File: src/rtl/multicycle_ctrl.sv
// Control FSM for the multi-cycle RV32I core: sequences each instruction and
// drives every datapath select, write enable and memory request.
module multicycle_ctrl #(
   parameter bit TRAP_HALT     = 1'b1,
   parameter bit STRICT_DECODE = 1'b1
) (
   input  logic       clk,
   input  logic       rst_n,
   input  logic [6:0] op,
   input  logic [2:0] funct3,
   input  logic [6:0] funct7,
   input  logic       zero,
   input  logic       lt,
   input  logic       ltu,
   input  logic       mem_ready,
   output logic       pc_write,
   output logic       ir_write,
   output logic       reg_write,
   output logic       mem_read,
   output logic       mem_write,
   output logic       adr_src,
   output logic [1:0] alu_src_a,
   output logic [1:0] alu_src_b,
   output logic [1:0] result_src,
   output logic [3:0] alu_control,
   output logic [2:0] imm_src,
   output logic [1:0] mem_size,
   output logic       mem_unsigned,
   output logic       illegal,
   output logic [3:0] state_o
);

   localparam logic [6:0] OP_LOAD  = 7'b0000011;
   localparam logic [6:0] OP_STORE = 7'b0100011;
   localparam logic [6:0] OP_R     = 7'b0110011;
   localparam logic [6:0] OP_I     = 7'b0010011;
   localparam logic [6:0] OP_JAL   = 7'b1101111;
   localparam logic [6:0] OP_JALR  = 7'b1100111;
   localparam logic [6:0] OP_BR    = 7'b1100011;
   localparam logic [6:0] OP_LUI   = 7'b0110111;
   localparam logic [6:0] OP_AUIPC = 7'b0010111;

   localparam logic [3:0] ALU_ADD  = 4'b0000;
   localparam logic [3:0] ALU_SUB  = 4'b0001;
   localparam logic [3:0] ALU_AND  = 4'b0010;
   localparam logic [3:0] ALU_OR   = 4'b0011;
   localparam logic [3:0] ALU_XOR  = 4'b0100;
   localparam logic [3:0] ALU_SLT  = 4'b0101;
   localparam logic [3:0] ALU_SLTU = 4'b0110;
   localparam logic [3:0] ALU_SLL  = 4'b0111;
   localparam logic [3:0] ALU_SRL  = 4'b1000;
   localparam logic [3:0] ALU_SRA  = 4'b1001;

   typedef enum logic [3:0] {
      S_FETCH    = 4'd0,
      S_DECODE   = 4'd1,
      S_MEMADR   = 4'd2,
      S_MEMREAD  = 4'd3,
      S_MEMWB    = 4'd4,
      S_MEMWRITE = 4'd5,
      S_EXECR    = 4'd6,
      S_EXECI    = 4'd7,
      S_ALUWB    = 4'd8,
      S_JAL      = 4'd9,
      S_JALR     = 4'd10,
      S_BRANCH   = 4'd11,
      S_UPPER    = 4'd12,
      S_TRAP     = 4'd13
   } state_t;

   state_t     state, state_nxt;
   logic       bad_fn;
   logic       br_taken;
   logic [3:0] alu_fn;
   logic       pc_w, ir_w, reg_w, mem_rd, mem_wr;

   // Opcode is known-good but the funct fields select an encoding RV32I leaves undefined
   always_comb begin
      bad_fn = 1'b0;
      case (op)
         OP_LOAD:  bad_fn = (funct3 == 3'b011) || (funct3 == 3'b110) || (funct3 == 3'b111);
         OP_STORE: bad_fn = funct3[2] || (funct3 == 3'b011);
         OP_BR:    bad_fn = (funct3[2:1] == 2'b01);
         OP_JALR:  bad_fn = (funct3 != 3'b000);
         OP_R: begin
            if (STRICT_DECODE)
               bad_fn = !((funct7 == 7'b0000000) ||
                          ((funct7 == 7'b0100000) && ((funct3 == 3'b000) || (funct3 == 3'b101))));
         end
         OP_I: begin
            if (STRICT_DECODE) begin
               if (funct3 == 3'b001)
                  bad_fn = (funct7 != 7'b0000000);
               else if (funct3 == 3'b101)
                  bad_fn = (funct7 != 7'b0000000) && (funct7 != 7'b0100000);
            end
         end
         default: bad_fn = 1'b0;
      endcase
   end

   always_comb begin
      alu_fn = ALU_ADD;
      case (funct3)
         3'b000:  alu_fn = ((op == OP_R) && funct7[5]) ? ALU_SUB : ALU_ADD;
         3'b001:  alu_fn = ALU_SLL;
         3'b010:  alu_fn = ALU_SLT;
         3'b011:  alu_fn = ALU_SLTU;
         3'b100:  alu_fn = ALU_XOR;
         3'b101:  alu_fn = funct7[5] ? ALU_SRA : ALU_SRL;
         3'b110:  alu_fn = ALU_OR;
         default: alu_fn = ALU_AND;
      endcase
   end

   // funct3[0] inverts the base condition (bne/bge/bgeu)
   always_comb begin
      br_taken = 1'b0;
      case (funct3[2:1])
         2'b00:   br_taken = zero;
         2'b10:   br_taken = lt;
         2'b11:   br_taken = ltu;
         default: br_taken = 1'b0;
      endcase
      br_taken = br_taken ^ funct3[0];
   end

   always_ff @(posedge clk or negedge rst_n) begin
      if (!rst_n) state <= S_FETCH;
      else        state <= state_nxt;
   end

   always_comb begin
      state_nxt = S_FETCH;
      case (state)
         S_FETCH:  state_nxt = mem_ready ? S_DECODE : S_FETCH;
         S_DECODE: begin
            case (op)
               OP_LOAD, OP_STORE: state_nxt = S_MEMADR;
               OP_R:              state_nxt = S_EXECR;
               OP_I:              state_nxt = S_EXECI;
               OP_JAL:            state_nxt = S_JAL;
               OP_JALR:           state_nxt = S_JALR;
               OP_BR:             state_nxt = S_BRANCH;
               OP_LUI, OP_AUIPC:  state_nxt = S_UPPER;
               default:           state_nxt = S_TRAP;
            endcase
            if (bad_fn) state_nxt = S_TRAP;
         end
         S_MEMADR:   state_nxt = op[5] ? S_MEMWRITE : S_MEMREAD;
         S_MEMREAD:  state_nxt = mem_ready ? S_MEMWB : S_MEMREAD;
         S_MEMWB:    state_nxt = S_FETCH;
         S_MEMWRITE: state_nxt = mem_ready ? S_FETCH : S_MEMWRITE;
         S_EXECR:    state_nxt = S_ALUWB;
         S_EXECI:    state_nxt = S_ALUWB;
         S_ALUWB:    state_nxt = S_FETCH;
         S_JALR:     state_nxt = S_JAL;
         S_JAL:      state_nxt = S_ALUWB;
         S_BRANCH:   state_nxt = S_FETCH;
         S_UPPER:    state_nxt = S_ALUWB;
         S_TRAP:     state_nxt = TRAP_HALT ? S_TRAP : S_FETCH;
         default:    state_nxt = S_FETCH;
      endcase
   end

   always_comb begin
      pc_w        = 1'b0;
      ir_w        = 1'b0;
      reg_w       = 1'b0;
      mem_rd      = 1'b0;
      mem_wr      = 1'b0;
      adr_src     = 1'b0;
      alu_src_a   = 2'b00;
      alu_src_b   = 2'b00;
      result_src  = 2'b00;
      alu_control = ALU_ADD;
      illegal     = 1'b0;
      case (state)
         S_FETCH: begin
            mem_rd     = 1'b1;
            alu_src_b  = 2'b10;
            result_src = 2'b10;
            ir_w       = mem_ready;
            pc_w       = mem_ready;
         end
         // OldPC + imm precomputes the branch/jal target into ALUOut
         S_DECODE: begin
            alu_src_a = 2'b01;
            alu_src_b = 2'b01;
         end
         S_MEMADR: begin
            alu_src_a = 2'b10;
            alu_src_b = 2'b01;
         end
         S_MEMREAD: begin
            mem_rd  = 1'b1;
            adr_src = 1'b1;
         end
         S_MEMWB: begin
            result_src = 2'b01;
            reg_w      = 1'b1;
         end
         S_MEMWRITE: begin
            mem_wr  = 1'b1;
            adr_src = 1'b1;
         end
         S_EXECR: begin
            alu_src_a   = 2'b10;
            alu_control = alu_fn;
         end
         S_EXECI: begin
            alu_src_a   = 2'b10;
            alu_src_b   = 2'b01;
            alu_control = alu_fn;
         end
         S_ALUWB: reg_w = 1'b1;
         S_JALR: begin
            alu_src_a = 2'b10;
            alu_src_b = 2'b01;
         end
         // PC takes the target from ALUOut while the ALU forms the link OldPC+4
         S_JAL: begin
            alu_src_a = 2'b01;
            alu_src_b = 2'b10;
            pc_w      = 1'b1;
         end
         S_BRANCH: begin
            alu_src_a   = 2'b10;
            alu_control = ALU_SUB;
            pc_w        = br_taken;
         end
         S_UPPER: begin
            alu_src_a = op[5] ? 2'b11 : 2'b01;
            alu_src_b = 2'b01;
         end
         S_TRAP:  illegal = 1'b1;
         default: ;
      endcase
   end

   always_comb begin
      imm_src = 3'b000;
      case (op)
         OP_LOAD, OP_JALR, OP_I: imm_src = 3'b000;
         OP_STORE:               imm_src = 3'b001;
         OP_BR:                  imm_src = 3'b010;
         OP_JAL:                 imm_src = 3'b011;
         OP_LUI, OP_AUIPC:       imm_src = 3'b100;
         default:                imm_src = 3'b000;
      endcase
   end

   // Write enables are held off combinationally for the whole reset pulse
   assign pc_write     = pc_w   & rst_n;
   assign ir_write     = ir_w   & rst_n;
   assign reg_write    = reg_w  & rst_n;
   assign mem_read     = mem_rd & rst_n;
   assign mem_write    = mem_wr & rst_n;
   assign mem_size     = funct3[1:0];
   assign mem_unsigned = funct3[2];
   assign state_o      = state;

endmodule

File: config.mk
export PLATFORM = sky130hd
export DESIGN_NAME = multicycle_ctrl
export DESIGN_NICKNAME = d
export VERILOG_FILES = /design/src/rtl/multicycle_ctrl.sv
export SDC_FILE = /design/constraint.sdc
export NUM_CORES = 1
export LEC_CHECK = 0
export ABC_AREA = 1
export BUFFER_PORTS_ARGS = -buffer_cell sky130_fd_sc_hd__buf_2
export CORE_MARGIN = 2
export CORE_UTILIZATION = 44
export DETAILED_ROUTE_END_ITERATION = 12
export PLACE_DENSITY = 0.77
export SKIP_LAST_GASP = 1
export SLEW_MARGIN = 5
export SYNTH_ARGS = -nofsm -noshare
export SYNTH_HDL_FRONTEND = slang
export SYNTH_SLANG_ARGS = --single-unit
File: constraint.sdc
create_clock -name clk -period 1.5 [get_ports clk]
set_input_delay 0.15 -clock clk [delete_from_list [all_inputs] [get_ports clk]]
set_output_delay 0.15 -clock clk [all_outputs]
set_load 0.005 [all_outputs]
==> results by group <==
Clocking
  • Root buffer cell: clkbuf_4
  • CTS H-Tree Depth: 1
  • Cts bufs inserted: 3
  • Clock latency on the worst-skew pair: 0.23 ns
  • CTS tree: built
  • Total clock sinks: 4
  • Clk buf depth: 2
  • Clk slew on worst S/H paths: 0.04 ns

Timing
  • Slew @ Worst Pin: 0.430 ns
  • Final hold violations: 0
  • Max-slew headroom: 71.2%
  • Final setup violating endpoints: 5
  • Post-layout min period: approximately 1.6 ns
  • WHS: approximately 0.27 ns
  • RSZ-0062 raised after global routing: yes
  • Crit share post-route: 104%
  • F_max: 642 MHz
  • Clk_skew: 0.000122 ns
  • Max-slew violations: 0
  • Final worst setup slack: -0.0584 ns

Worst setup path
  • Worst r2r src: state_o[2]
  • Buf+Inv Stages, Crit Path: 3
  • Type of origin of the critical path: flop
  • Worst Path Required: 1.35 ns
  • Critical Path Max Stage Delay: around 0.40 ns
  • WP data arrival: 1.41 ns
  • Crit path top cell by count: nor2_2
  • Critical path fanouts, max: 2
  • Top delay family on crit path: flip-flops
  • Crit end category: output port
  • Slowest CP cell: dfrtp_1
  • CP startpoint: state_o[0]
  • Crit Path Category: reg -> out
  • Cells along the critical path: nor2_2 > buf_4 > nand3_1 > inv_1 > nor2_2 > o211ai_1 > buf_2

Cells and area
  • Share of cells above drive strength 1: 45.7%
  • Synth-to-layout area growth: 46.0%
  • Commonest non-fill, non-tap cell in the layout: buf_2
  • Max reg flops: 4
  • Antenna fix cells: 0
  • Number of nets in the layout: approximately 260
  • Most frequent cells in the layout: 49 x buf_2, 46 x nand2_1, 19 x nor2_1, 18 x inv_1, 14 x nand3_1

Drt
  • TritonRoute pass-1 iters: 4
  • Final WL: 2950 µm
  • Vias per cell: 5.06
  • Number of DRC markers in iteration 0: 16
  • DR WL/cell: between 10 and 15 µm
  • DRC violations left: 0
  • Vias: 1301
  • Post-DRT Antenna Nets: 0

Yosys
  • Post-synthesis cell count: 170
  • Top cells by area, synth: nand2_1 20%, dfrtp_1 11%, nor2_1 10%
  • Post-synth top area cell: nand2_1
  • Post-Syn Area per Cell: about 5.3 µm²
  • Net Count, Synth: 193
  • Post-synth top area share: 20.0%
  • Mapped Area: 902 µm²
  • Sequential share of the synthesized area: about 11%
  • Seq cells post-synth: 4
  • Syn. warnings: 0
  • Cell variety after synth: 26

Floorplanning
  • Die area: 2430 µm²
  • # rows: 16
  • Core Region: 1940 µm²
  • Die W: 49.3 µm
  • DIE HEIGHT: roughly 49 µm
  • Initial Utilization: 46.5%
  • IO Pins: 50

Placement
  • DP Wirelength: 2270 µm
  • Pre-CTS setup slack: about 0.065 ns
  • Port Buffers: 49
  • Placer Congestion: 0.965

Global routing
  • First-pass GRT wire length: a little over 5000 µm
  • Initial antenna violation count: 0
  • Largest net degree at the start of global routing: 10
  • Gr usage total: 26.6%
  • Vias in the first global route: 1225
  • GRT Residual Overflow: 0

Min path
  • Min-delay worst type: in -> reg
  • Hold Startpoint: mem_ready

Power and ir drop
  • Total power: 1.37 mW
  • P_leak: between 0.7 and 0.8 nW
  • Power density over the cells: approximately 1000 nW/µm²
  • Maximum vdd drop: 0.505 mV

Job
  • Total of max-cap violations: 0

Status
  • Status: finished with violations
  • Failing checks: negative setup slack
-- stage by stage --
step / instances / instance area, µm² / TNS (ns) / utilization, %
global route: 257 / 1320 / -1.15 / 67.8
detailed placement: 245 / 1170 / 0 / 60.2
finish: 257 / 1320 / -0.201 / 67.8
global placement: 245 / 1170 / 0 / 60.2
CTS: 255 / 1290 / -0.0773 / 66.4
floorplan: 170 / 902 / 0 / -
-- layer usage --
metal	wire (µm)	up-vias	global-route usage [%]	share of wire [%]
li1	-	656	-	-
met1	1110	584	27.8	38
met2	1610	57	52.0	55
met3	188	4	5.83	6.4
met4	40	0	7.14	1.4
met5	0	-	0	0
-- final timing paths --
| path | slack, ns | cells past startpoint | endpoint |
|---|---|---|---|
| setup / recovery | -0.06 | 7 | alu_src_b[0] |
| hold / removal | 0.27 | 4 | state_o[1] |
| setup reg to reg | 0.15 | 7 | state_o[3] |
| hold reg to reg | 0.81 | 4 | state_o[3] |
| max in group asynchronous | 1.01 | 2 | state_o[3] |
| min in group asynchronous | 0.30 | 2 | state_o[0] |
-- report_power, final --
group	leakage (nW)	switching (mW)	internal (mW)
logic	0.704	0.570	0.460
registers	0.0494	0.0560	0.150
clock network	0.0138	0.0423	0.0894
total	0.767	0.669	0.700
-- worst min-delay path: stages --
cell and delay [ns]:
buf_2 0.13, o22ai_1 0.10, inv_1 0.05, nand2_1 0.04
-- Yosys cell counts (all sizes together) --
cell      n
nand2    55
nor2     34
inv      28
nand3    16
nor3      8
a21oi     5
o21ai     5
buf       4
dfrtp     4
nand4     3
a211oi    2
o22ai     2
clkinv    1
o2111ai   1
o211ai    1
xor2      1
-- final cells by class --
type                    instances  area, µm²
multi-input cells             133        704
clock buffers                   3       22.5
fillers                       193        624
well taps                      27       33.8
repair buffers                 61        345
inverters                      29        109
flip-flops and latches          4        103
-- kinds of logic after synthesis --
logic type	count (synthesis)	share of synthesized area, %
and+or+nand+nor	116	60.9
xor gates and xnor gates	1	0.971
buffers and inverters	33	15.8
AOI/OAI and AO/OA	16	11.2
DFF	4	11.1
-- what timing repair did --
item                                    4_1_cts  5_1_grt
pin swaps                                     6        2
hold endpoints to repair                      4        0
endpoints found under the setup margin       10       13
setup buffers                                 6        2
hold buffers                                  1        0
gates resized for setup                      16        5
Power figures use the tool's default switching activity.
